### src/rtl/kgp_fetch_pkg.sv
// Shared types and constants for the instruction fetch queue.
package kgp_fetch_pkg;

  localparam int ADDR_W = 32;
  localparam int DATA_W = 32;

  localparam logic [DATA_W-1:0] NOP_INSTR = {DATA_W{1'b0}};

  typedef struct packed {
    logic [DATA_W-1:0] instr;
    logic [ADDR_W-1:0] pc;
  } fetch_entry_t;

  // Bundle a returned instruction word with the PC it was fetched from.
  function automatic fetch_entry_t make_entry(input logic [DATA_W-1:0] instr,
                                              input logic [ADDR_W-1:0] pc);
    fetch_entry_t e;
    e.instr = instr;
    e.pc    = pc;
    return e;
  endfunction

endpackage

### src/rtl/fetch_fifo.sv
// Generic DEPTH-entry FIFO of fetch_entry_t with push/pop/clear.
// DEPTH must be a power of two so the pointers wrap naturally.
// An empty FIFO presents an all-zero head entry.
module fetch_fifo
  import kgp_fetch_pkg::*;
#(
  parameter int DEPTH = 4
) (
  input  logic                       clk,
  input  logic                       rst,
  input  logic                       clear_i,
  input  logic                       push_i,
  input  fetch_entry_t               wr_data_i,
  input  logic                       pop_i,
  output fetch_entry_t               rd_data_o,
  output logic                       empty_o,
  output logic [$clog2(DEPTH):0]     count_o
);

  localparam int PTR_W = $clog2(DEPTH);
  localparam int CNT_W = PTR_W + 1;

  fetch_entry_t       mem_q [DEPTH];
  logic [PTR_W-1:0]   wr_ptr_q, wr_ptr_d;
  logic [PTR_W-1:0]   rd_ptr_q, rd_ptr_d;
  logic [CNT_W-1:0]   count_q, count_d;
  logic               push_ok_s;
  logic               pop_ok_s;
  logic               empty_s;

  // Qualify push/pop against full/empty so the state can never be corrupted.
  always_comb begin
    empty_s   = (count_q == {CNT_W{1'b0}});
    push_ok_s = push_i && (count_q != CNT_W'(DEPTH));
    pop_ok_s  = pop_i && !empty_s;
  end

  // Next pointers and occupancy; clear wins over any push/pop.
  always_comb begin
    wr_ptr_d = wr_ptr_q;
    rd_ptr_d = rd_ptr_q;
    count_d  = count_q;
    if (clear_i) begin
      wr_ptr_d = {PTR_W{1'b0}};
      rd_ptr_d = {PTR_W{1'b0}};
      count_d  = {CNT_W{1'b0}};
    end else begin
      if (push_ok_s) begin
        wr_ptr_d = wr_ptr_q + PTR_W'(1);
      end else begin
        wr_ptr_d = wr_ptr_q;
      end
      if (pop_ok_s) begin
        rd_ptr_d = rd_ptr_q + PTR_W'(1);
      end else begin
        rd_ptr_d = rd_ptr_q;
      end
      case ({push_ok_s, pop_ok_s})
        2'b10:   count_d = count_q + CNT_W'(1);
        2'b01:   count_d = count_q - CNT_W'(1);
        default: count_d = count_q;
      endcase
    end
  end

  // Pointer and count registers.
  always_ff @(posedge clk or posedge rst) begin
    if (rst) begin
      wr_ptr_q <= {PTR_W{1'b0}};
      rd_ptr_q <= {PTR_W{1'b0}};
      count_q  <= {CNT_W{1'b0}};
    end else begin
      wr_ptr_q <= wr_ptr_d;
      rd_ptr_q <= rd_ptr_d;
      count_q  <= count_d;
    end
  end

  // Entry storage; contents are only observed through the occupancy count.
  always_ff @(posedge clk) begin
    if (push_ok_s && !clear_i) begin
      mem_q[wr_ptr_q] <= wr_data_i;
    end
  end

  // Head entry, forced to zero when nothing is queued.
  always_comb begin
    if (empty_s) begin
      rd_data_o = make_entry(NOP_INSTR, {ADDR_W{1'b0}});
    end else begin
      rd_data_o = mem_q[rd_ptr_q];
    end
    empty_o = empty_s;
    count_o = count_q;
  end

endmodule

### src/rtl/instr_fetch_queue.sv
// Fetch-side prefetch queue: accepts PC fetch addresses, reads the
// synchronous instruction memory and queues {instr, pc} for decode.
// A flush (taken branch) empties the queue and squashes in-flight reads.
// Optional feature: define IFQ_BYPASS_EN to forward a response straight
// to decode when the queue is empty (latency N+1 instead of N+2).
module instr_fetch_queue #(
  parameter int DEPTH  = 4,
  parameter int ADDR_W = kgp_fetch_pkg::ADDR_W,
  parameter int DATA_W = kgp_fetch_pkg::DATA_W
) (
  input  logic              clk,
  input  logic              rst,
  input  logic              req_valid,
  input  logic [ADDR_W-1:0] req_addr,
  output logic              req_ready,
  input  logic              flush,
  output logic              imem_en,
  output logic [ADDR_W-1:0] imem_addr,
  input  logic [DATA_W-1:0] imem_rdata,
  output logic              instr_valid,
  output logic [DATA_W-1:0] instr,
  output logic [ADDR_W-1:0] instr_pc,
  input  logic              instr_ready
);

  import kgp_fetch_pkg::*;

  localparam int CNT_W = $clog2(DEPTH) + 1;

  logic              pend_q, pend_d;
  logic [ADDR_W-1:0] pend_pc_q, pend_pc_d;
  logic              acc_s;
  logic              rsp_s;
  logic              byp_s;
  logic              pop_s;
  logic              push_s;
  logic              fifo_pop_s;
  logic [CNT_W:0]    inflight_s;
  logic [CNT_W-1:0]  count_s;
  logic              empty_s;
  fetch_entry_t      head_s;
  fetch_entry_t      wr_entry_s;

  // Credit check: queued plus outstanding reads may never exceed DEPTH,
  // so every returning word is guaranteed a free slot.
  always_comb begin
    inflight_s = {1'b0, count_s} + {{CNT_W{1'b0}}, pend_q};
    req_ready  = !flush && (inflight_s < (CNT_W + 1)'(DEPTH));
    acc_s      = req_valid && req_ready;
    imem_en    = acc_s;
    imem_addr  = req_addr;
  end

  // Track the single outstanding read; a flush cycle never accepts, so the
  // pending flag naturally clears behind it.
  always_comb begin
    pend_d = acc_s;
    if (acc_s) begin
      pend_pc_d = req_addr;
    end else begin
      pend_pc_d = pend_pc_q;
    end
  end

  // Pending-read registers.
  always_ff @(posedge clk or posedge rst) begin
    if (rst) begin
      pend_q    <= 1'b0;
      pend_pc_q <= {ADDR_W{1'b0}};
    end else begin
      pend_q    <= pend_d;
      pend_pc_q <= pend_pc_d;
    end
  end

  // Response handling, output mux and queue control.
  always_comb begin
    rsp_s      = pend_q && !flush;
    wr_entry_s = make_entry(imem_rdata, pend_pc_q);
`ifdef IFQ_BYPASS_EN
    byp_s      = empty_s && rsp_s;
`else
    byp_s      = 1'b0;
`endif
    if (byp_s) begin
      instr_valid = 1'b1;
      instr       = imem_rdata;
      instr_pc    = pend_pc_q;
    end else begin
      instr_valid = !empty_s;
      instr       = head_s.instr;
      instr_pc    = head_s.pc;
    end
    pop_s      = instr_valid && instr_ready;
    push_s     = rsp_s && !(byp_s && instr_ready);
    fifo_pop_s = pop_s && !byp_s && !flush;
  end

  fetch_fifo #(
    .DEPTH (DEPTH)
  ) u_fifo (
    .clk       (clk),
    .rst       (rst),
    .clear_i   (flush),
    .push_i    (push_s),
    .wr_data_i (wr_entry_s),
    .pop_i     (fifo_pop_s),
    .rd_data_o (head_s),
    .empty_o   (empty_s),
    .count_o   (count_s)
  );

endmodule

### config.mk
export PLATFORM = sky130hd
export DESIGN_NAME = instr_fetch_queue
export DESIGN_NICKNAME = d
export VERILOG_FILES = /design/src/rtl/kgp_fetch_pkg.sv /design/src/rtl/fetch_fifo.sv /design/src/rtl/instr_fetch_queue.sv
export SDC_FILE = /design/constraint.sdc
export NUM_CORES = 1
export LEC_CHECK = 0
export ABC_CLOCK_PERIOD_IN_PS = 4170
export CAP_MARGIN = 20
export CORE_MARGIN = 2
export CORE_UTILIZATION = 32
export CTS_CLUSTER_SIZE = 20
export DETAILED_ROUTE_END_ITERATION = 6
export PLACE_DENSITY = 0.63
export SLEW_MARGIN = 20
export SYNTH_ARGS = -nofsm -noshare
export SYNTH_HDL_FRONTEND = slang
export SYNTH_SLANG_ARGS = --single-unit
### constraint.sdc
create_clock -name clk -period 4.17 [get_ports clk]
set_input_delay 1.0425 -clock clk [delete_from_list [all_inputs] [get_ports clk]]
set_output_delay 1.0425 -clock clk [all_outputs]
set_load 0.02 [all_outputs]
**Word level (Yosys, flattened, before mapping)**

Memory sizes are Yosys's and may differ from the RTL's.
Index checks and enable logic that the tools add are counted.

- Register bits after elaboration: 40
- RAM bits: 256
- Bits of input ports: 69
- Output and inout port bits: 99
- Memories: 1

- Add/subtract/negate cells: 5
- $lt $le $gt $ge: 1
- Eq/ne operators: 3
- Mux-type cells: 9
- Reduce and logical (&&, ||, !) cells: 14

Memory list:

| name | words | width | rd ports | clocked after Yosys merged registers in | wr ports | line | source |
|---|---|---|---|---|---|---|---|
| u_fifo.mem_q | 4 | 64 | 1 | 0 | 1 | fetch_fifo.sv:23 | `fetch_entry_t mem_q [DEPTH];` |

Operators with widths:

| cell | number |
|---|---|
| 2-to-1 mux 64 bit | 1 |
| logical AND 1 bit | 8 |
| 2-to-1 mux 2 bit | 4 |
| case mux 3 bit (2 select lines) | 1 |
| adder 2 x 1 -> 2 bit (second input constant) | 2 |
| adder 3 x 1 -> 4 bit | 1 |
| < comparator 4 x 3 -> 1 bit (second input constant) | 1 |
| nonzero test 2 bit | 2 |
| adder 3 x 1 -> 3 bit (second input constant) | 1 |
| zero test 3 bit | 1 |
| 2-to-1 mux 3 bit | 1 |
| inequality test 3 bit (second input constant) | 1 |
| nonzero test 3 bit | 1 |
| subtractor 3 x 1 -> 3 bit (second input constant) | 1 |
| equality test 2 x 1 -> 1 bit (second input constant) | 1 |
| equality test 2 bit (second input constant) | 1 |
| zero test 1 bit | 2 |
| 2-to-1 mux 1 bit | 2 |

**Depth between registers and ports, before layout**

Gate-level depths: netlist of the first run.

- Depth after elaboration: 8
- Mapped depth: 7
- Gate-level depth less buffers: 7

**Hierarchy**

A second synthesis of the first run with hierarchy kept.

- Cells, all modules: 576
- Area total of the unflattened synthesis: 11810.1 µm²

By module, submodules not included:

| module | times used | cells each | area an instance (µm²) | sequential area each (µm²) |
|---|---|---|---|---|
| fetch_fifo | 1 | 469 | 10192.3 | 7862.5 |
| instr_fetch_queue | 1 | 107 | 1617.8 | 825.8 |

**Worst setup path before layout of the first run**

OpenSTA, ideal clock, no wires.

- Path kind: input -> register
- Start: in flush
- End: mem u_fifo.mem_q[0][0] in the netlist's numbering (enable)
- Arrival time: 3069 ps
- Slack: 673 ps
- Stages: 3
- Cells stage by stage: nand2b_1 -> nor2_1 -> and2_1

- Cells in the longest elaborated chain, start to end: 6

RTL lines:

| element | line | source |
|---|---|---|
| start: declaration | instr_fetch_queue.sv:16 | `input logic flush,` |
| zero test 1 bit (*) | fetch_fifo.sv:81, instr_fetch_queue.sv:78 |  |
| logical AND 1 bit | instr_fetch_queue.sv:78 | `rsp_s = pend_q && !flush;` |
| logical AND 1 bit | fetch_fifo.sv:34 | `push_ok_s = push_i && (count_q != CNT_W'(DEPTH));` |
| logical AND 1 bit (*) | fetch_fifo.sv:81 | `if (push_ok_s && !clear_i) begin` |
| 2-to-1 mux 1 bit (*) | fetch_fifo.sv:81 |  |
| 2-to-1 mux 1 bit (not written as such) (*) | fetch_fifo.sv:82 | `mem_q[wr_ptr_q] <= wr_data_i;` |
| end: declaration | fetch_fifo.sv:23 |  |

Mark *: on every way between the ends. The rest lies on a longest branch, timed or not.

**Final worst setup path of the first run**

- Start: reg u_fifo.rd_ptr_q[0]
- End: out instr_pc[28]

- Cells in the longest elaborated chain, start to end: 2

RTL lines:

| element | line | source |
|---|---|---|
| start: declaration | fetch_fifo.sv:25 | `logic [PTR_W-1:0] rd_ptr_q, rd_ptr_d;` |
| start signal: assignment | fetch_fifo.sv:70 | `rd_ptr_q <= {PTR_W{1'b0}};` |
| start signal: assignment | fetch_fifo.sv:74 | `rd_ptr_q <= rd_ptr_d;` |
| memory read (4 x 64 bit) | n/a |  |
| 2-to-1 mux 64 bit | fetch_fifo.sv:88 | `if (empty_s) begin` |
| end: declaration | instr_fetch_queue.sv:22 | `output logic [ADDR_W-1:0] instr_pc,` |

No other way between the ends.

==> results of run 1 <==
[path summary, 6_finish.rpt]
check	slack (ps)	end
worst max-delay path	280	instr_pc[28]
worst min-delay path	510	u_fifo.mem_q[3][21]
worst max register to register	1830	u_fifo.count_o[2]
worst min register to register	510	u_fifo.mem_q[3][21]
max in group asynchronous	2530	pend_pc_q[20]
min in group asynchronous	920	pend_pc_q[28]
[power by group]
group / total (µW) / leakage, µW / internal (µW) / switching (µW)
registers: 3840 / 0.00279 / 3610 / 230
logic: 2490 / 0.00156 / 1280 / 1210
clock network: 2550 / 0.000453 / 1480 / 1070
[cells in the final DEF (no fill, tap or decap), drive strengths merged]
cell             n
bufinv           2
clkbuf          41
mux2            34
o21bai           1
nor2             6
nor2b            1
and2            69
mux2i            2
ha               4
fa               1
clkdlybuf4s50  167
xor2             2
o211ai           1
o31ai            2
dfrtp           40
inv              4
nand2b           3
nand2            2
nor3b            2
nor3             1
clkinvlp         1
mux4            64
nand3            2
or3              2
edfxtp         256
clkinv          12
buf             17
and3b            1
or3b             1
a311oi           1
[logic make-up (layout without fill, tap and decap cells)]
| logic type | after synthesis | after routing | synth area share [%] |
|---|---|---|---|
| adder cells (fa/ha/maj) | 5 | 5 | 0.6035 |
| multiplexers | 100 | 100 | 15.92 |
| flip-flops | 296 | 296 | 74.84 |
| XOR/XNOR | 2 | 2 | 0.1509 |
| AND/OR/NAND/NOR | 90 | 90 | 4.753 |
| buffers and inverters | 61 | 244 | 3.287 |
| AO/OA/AOI/OAI | 5 | 5 | 0.4527 |
[worst max-delay path, delay by kind of cell, from the launching register on]
family	cells	cell delay, ps
simple gates	1	180
buf+inv	2	840
mux	1	590
flops	1	680
[timing repair]
item	in CTS	in global routing
hold endpoints to repair	0	0
setup endpoints to repair	0	21
resized for setup	0	1
[layer usage]
metal	GRT usage [%]	wire length [µm]	vias up
li1	-	-	2500
met1	16.97	10560	2871
met2	20.71	11410	152
met3	2.238	1019	30
met4	2.764	460	0
met5	0	0	-
[layout make-up]
class | count | area, µm²
Tap cell | 461 | 576.8
Clock buffer | 41 | 813.3
Multi-Input combinational cell | 202 | 2555
Clock inverter | 15 | 122.6
Sequential cell | 296 | 8696
Fill cell | 3198 | 20940
Timing Repair Buffer | 184 | 1937
Inverter | 4 | 15.01
[sequential cells by signal, indices dropped and copies added (netlist names)]
| name | flops |
|---|---|
| pend_pc_q | 32 |
| u_fifo.mem_q | 256 |
| pend_q | 1 |
| u_fifo.wr_ptr_q | 2 |
| u_fifo.rd_ptr_q | 2 |
| u_fifo.count_o | 3 |
[metrics by stage]
stage / area, µm² / std cells / util [%] / power, µW / hold slack [ps]
4_1_cts: 14710 / 1203 / 41.26 / 9039 / 509.9
6_report: 14720 / 1203 / 41.27 / 8881 / 508.2
3_5_place_dp: 13780 / 1147 / 38.64 / 6449 / 496.5
3_3_place_gp: 13780 / 1147 / 38.64 / 6411 / 488.4
2_1_floorplan: 11610 / 559 / - / 5291 / 470.9
5_1_grt: 14720 / 1203 / 41.27 / 9313 / 528.2
==> results.py, run 1 <==
metrics = {
    "min_path": {
        "min_from": "pend_pc_q[21]",
        "holdPathStages": 0,
        "hold_class": "flip-flop to flip-flop",
    },
    "detailed_routing": {
        "drtPass1Iterations": 6,
        "vias_per_cell": 4.616,
        "finalWirelength_um": 23450,
        "post-route-drc-count": 0,
        "wl_per_cell_um": 19.49,
        "route.antenna.remaining_nets": 0,
        "dr_total_vias": 5553,
        "first_iter_violations": 240,
    },
    "synth": {
        "synth.largest_area_cell": "edfxtp_1",
        "synth_cell_types": 33,
        "synth_area_leaders": "edfxtp_1 66%, mux4_2 12%, dfrtp_1 8.6%",
        "syn-num-nets": 633,
        "seq_area_frac_synth_pct": 74.84,
        "synth_top_area_share_pct": 66.21,
        "synth_most_common_cell": "edfxtp_1",
        "synth_edf_count": 256,
        "synthArstFlopShare_pct": 13.51,
        "synth_warnings": 0,
        "ys_ff_latch": 296,
        "synthCells": 559,
        "synth_common_cells": "256 x edfxtp_1, 68 x and2_1, 64 x mux4_2, 40 x dfrtp_1, 33 x mux2_2",
        "synth_area_mm2": 0.01161,
        "ys.flop_type": "edfxtp_1",
        "synth.avg_cell_area_um2": 20.77,
    },
    "timing": {
        "fmax_mhz": 256.8,
        "fin_tns_setup_ps": 0,
        "setup_viol": 0,
        "rsz0062_at_grt": "false",
        "finalHoldViolCount": 0,
        "worstMarginPinSlew_ps": 692.2,
        "min_period_over_period_pct": 93.37,
        "fin_ws_ps": 276.6,
        "relSlewSlack_pct": 53.79,
        "maxSlewViolCount": 0,
        "finClkSkew_ps": 27.48,
        "finalCriticalPeriod_ps": 3893,
    },
    "clock_tree": {
        "cts_buffer_depth": 3,
        "cts_tree": "built",
        "numCtsBuffers": 31,
        "ctsHoldBuffers": 0,
        "clkTransAtPathRegs_ps": 60,
        "cts_sinks": 296,
        "cts-htree-levels": 1,
        "clockRootBuffer": "clkbuf_16",
        "postCtsSetupBuffers": 0,
        "clock_latency_ps": 550,
    },
    "setup_path": {
        "worstSetupStartpoint": "u_fifo.rd_ptr_q[0]",
        "cp_data_arrival_time_ps": 2850,
        "cpPeakStageDelay_ps": 680,
        "path_max_fanout": 27,
        "crit_type": "flip-flop to output port",
        "crit_slowest_cell": "dfrtp_4",
        "worstPathCellList": "buf_12 > mux4_2 > and2_1 > clkdlybuf4s50_1",
        "end_kind": "output port",
        "cp-start-kind": "flip-flop",
        "reg2reg_from": "u_fifo.count_o[2]",
        "cp.required_ps": 3130,
        "reg2reg_depth": 6,
    },
    "floorplan": {
        "design.die.area_mm2": 0.03782,
        "fp.dieW_um": 194.5,
        "core-area_mm2": 0.03566,
        "row_count": 69,
        "fp.dieH_um": 194.5,
        "io_pins": 168,
        "initial_core_util_pct": 32.56,
    },
    "global_route": {
        "overflow": 0,
        "grt_start_max_net_pins": 48,
        "track_usage_pct": 12.40,
        "grt_pass1_wl_um": 35800,
        "grt_pass1_vias": 6006,
        "antenna_found_initial": 1,
    },
    "placement": {
        "port_buffers": 167,
        "place_hpwl_um": 13890,
        "dp_slack_ps": 474.7,
        "gp_congestion": 0.6563,
    },
    "run_status": {
        "status": "completed",
    },
    "power_and_ir_drop": {
        "cellLeakagePower_uw": 0.004806,
        "ir_worst_vdd_mv": 0.4510,
        "powerDensity_mw_per_mm2": 603.5,
    },
    "job": {
        "drv_cap": 0,
    },
    "cells_and_area": {
        "final_nets": 793,
        "antennaDiodeCount": 0,
        "drive_gt1_share_pct": 22.24,
        "syn2layout_area_growth_pct": 26.75,
    },
}
Note: power is estimated with default switching activity, not from simulation.
==> inputs of run 2 (changes only) <==
- CORE_MARGIN: 2 -> 3
==> run 2 against run 1 <==
Compared with the run above:
- maximum frequency down 1.7%
- critical path type unchanged
- wire length is 1.2% lower
- largest power group unchanged
- critical endpoint is now instr_pc[22]
- flip-flop and latch count unchanged
==> results.py, run 2 (synthesis results as in run 1) <==
metrics = {
    "placement": {
        "gp_congestion": 0.6489,
        "place_hpwl_um": 14220,
        "dp_slack_ps": 537.6,
        "dpl-instance-area_mm2": 0.01373,
        "port_buffers": 167,
    },
    "detailed_routing": {
        "route.antenna.remaining_nets": 0,
        "routed-wl-met3_um": 1272,
        "met2_length_um": 11040,
        "first_iter_violations": 302,
        "vias_per_cell": 4.603,
        "maxUsedRoutingLayer": "met4",
        "finalWirelength_um": 23170,
        "drtPass1Iterations": 4,
        "post-route-drc-count": 0,
        "wl_per_cell_um": 19.18,
        "dr_total_vias": 5561,
        "met1_length_um": 10490,
    },
    "setup_path": {
        "reg2reg_from": "u_fifo.count_o[2]",
        "worstPathCellList": "or3_2 > buf_4 > and2_1 > clkdlybuf4s50_1",
        "crit_buf_inv": 2,
        "crit_type": "flip-flop to output port",
        "reg2reg_slack_ps": 1860,
        "crit_slowest_cell": "or3_2",
        "reg2reg_depth": 6,
        "r2r-end": "u_fifo.count_o[2]",
        "end_kind": "output port",
        "cp_top_family": "simple AND/OR/NAND/NOR gates",
        "path_max_fanout": 33,
        "cp-start-kind": "flip-flop",
        "cp_data_arrival_time_ps": 2920,
        "cp.required_ps": 3130,
        "cpPeakStageDelay_ps": 870,
    },
    "cells_and_area": {
        "final_area_mm2": 0.01481,
        "seq_area_mm2": 0.008696,
        "drive_gt1_share_pct": 22.62,
        "layout_common_cells": "256 x edfxtp_1, 167 x clkdlybuf4s50_1, 64 x mux4_2, 64 x and2_1, 38 x dfrtp_1",
        "fillers": 3172,
        "regMostFlops": "u_fifo.mem_q",
        "antennaDiodeCount": 0,
        "largest_reg_flops": 256,
        "mostFrequentLayoutCell": "edfxtp_1",
        "multiInputGateArea_mm2": 0.002551,
        "syn2layout_area_growth_pct": 27.54,
        "final_nets": 796,
    },
    "timing": {
        "worstMarginPinSlew_ps": 804.9,
        "setup_viol": 0,
        "fin_ws_ps": 208.9,
        "relSlewSlack_pct": 46.26,
        "finClkSkew_ps": 12.38,
        "fin_tns_setup_ps": 0,
        "maxSlewViolCount": 0,
        "finalCriticalPeriod_ps": 3961,
        "rsz0062_at_grt": "false",
        "finalHoldViolCount": 0,
        "fmax_mhz": 252.5,
        "min_period_over_period_pct": 94.99,
    },
    "floorplan": {
        "io_pins": 168,
        "fp.dieW_um": 196.5,
        "design.die.area_mm2": 0.03860,
        "core-area_mm2": 0.03566,
        "initial_core_util_pct": 32.56,
        "fp.dieH_um": 196.5,
        "row_count": 69,
    },
    "global_route": {
        "grt_pass1_wl_um": 35730,
        "track_usage_pct": 12.08,
        "grt_start_max_net_pins": 44,
        "grt_pass1_vias": 6071,
        "antenna_found_initial": 0,
        "overflow": 0,
    },
    "clock_tree": {
        "cts-htree-levels": 2,
        "cts_tree": "built",
        "postCtsSetupBuffers": 0,
        "clockRootBuffer": "clkbuf_16",
        "clkTransAtPathRegs_ps": 60,
        "cts_buffer_depth": 3,
        "numCtsBuffers": 34,
        "ctsHoldBuffers": 0,
        "clock_latency_ps": 490,
        "cts_sinks": 296,
        "post_cts_resized": 0,
    },
    "run_status": {
        "status": "completed",
    },
    "power_and_ir_drop": {
        "power.total_uw": 9136,
        "powerDensity_mw_per_mm2": 617.0,
        "ir_worst_vdd_mv": 0.3910,
        "cellLeakagePower_uw": 0.004867,
    },
    "min_path": {
        "hold_class": "flip-flop to flip-flop",
        "min_to": "u_fifo.mem_q[0][27]",
        "holdPathStages": 0,
        "min_from": "pend_pc_q[27]",
    },
    "job": {
        "drv_cap": 0,
    },
}
[run 2: cell type report]
type                       count  share of cell area, %
inverter                       4                 0.1014
sequential                   296                  58.73
timing repair buffer         184                  12.74
multi-input combinational    202                  17.23
clock inverter                16                 0.8450
tap                          461                  3.896
clock buffer                  45                  6.456
[run 2: layer usage]
| metal | GRT usage, % | vias to the layer above |
|---|---|---|
| li1 | - | 2505 |
| met4 | 2.957 | 0 |
| met5 | 0 | - |
| met2 | 19.65 | 161 |
| met1 | 16.72 | 2863 |
| met3 | 2.667 | 32 |
[run 2: worst max path at each step]
stage / from / endpoint / cells after the start
final: u_fifo.count_o[0] / instr_pc[22] / 4
after floorplan: flush / u_fifo.mem_q[0][0] / 3
after global routing: u_fifo.count_o[0] / instr_pc[22] / 4
after CTS: u_fifo.count_o[0] / instr_pc[22] / 4
after global placement: flush / imem_en / 5
after detailed placement: flush / imem_en / 5
[run 2: report_power, final]
group	internal, µW	switching (µW)
logic	1270	1200
registers	3610	224
clock network	1730	1100
total	6610	2520
[run 2: through the flow]
stage	hold WS [ps]	cells	util (%)
6_report	507.1	1208	41.53
5_1_grt	532.4	1208	41.53
4_1_cts	511.4	1208	41.53
3_5_place_dp	498.9	1147	38.50
3_3_place_gp	489.4	1147	38.50
2_1_floorplan	470.9	559	-
==> inputs of run 3 (changes only) <==
- SLEW_MARGIN: 20 -> 0
==> results of run 3 <==
Same layout as run 2: the final DEF is identical, and so are final timing and power.
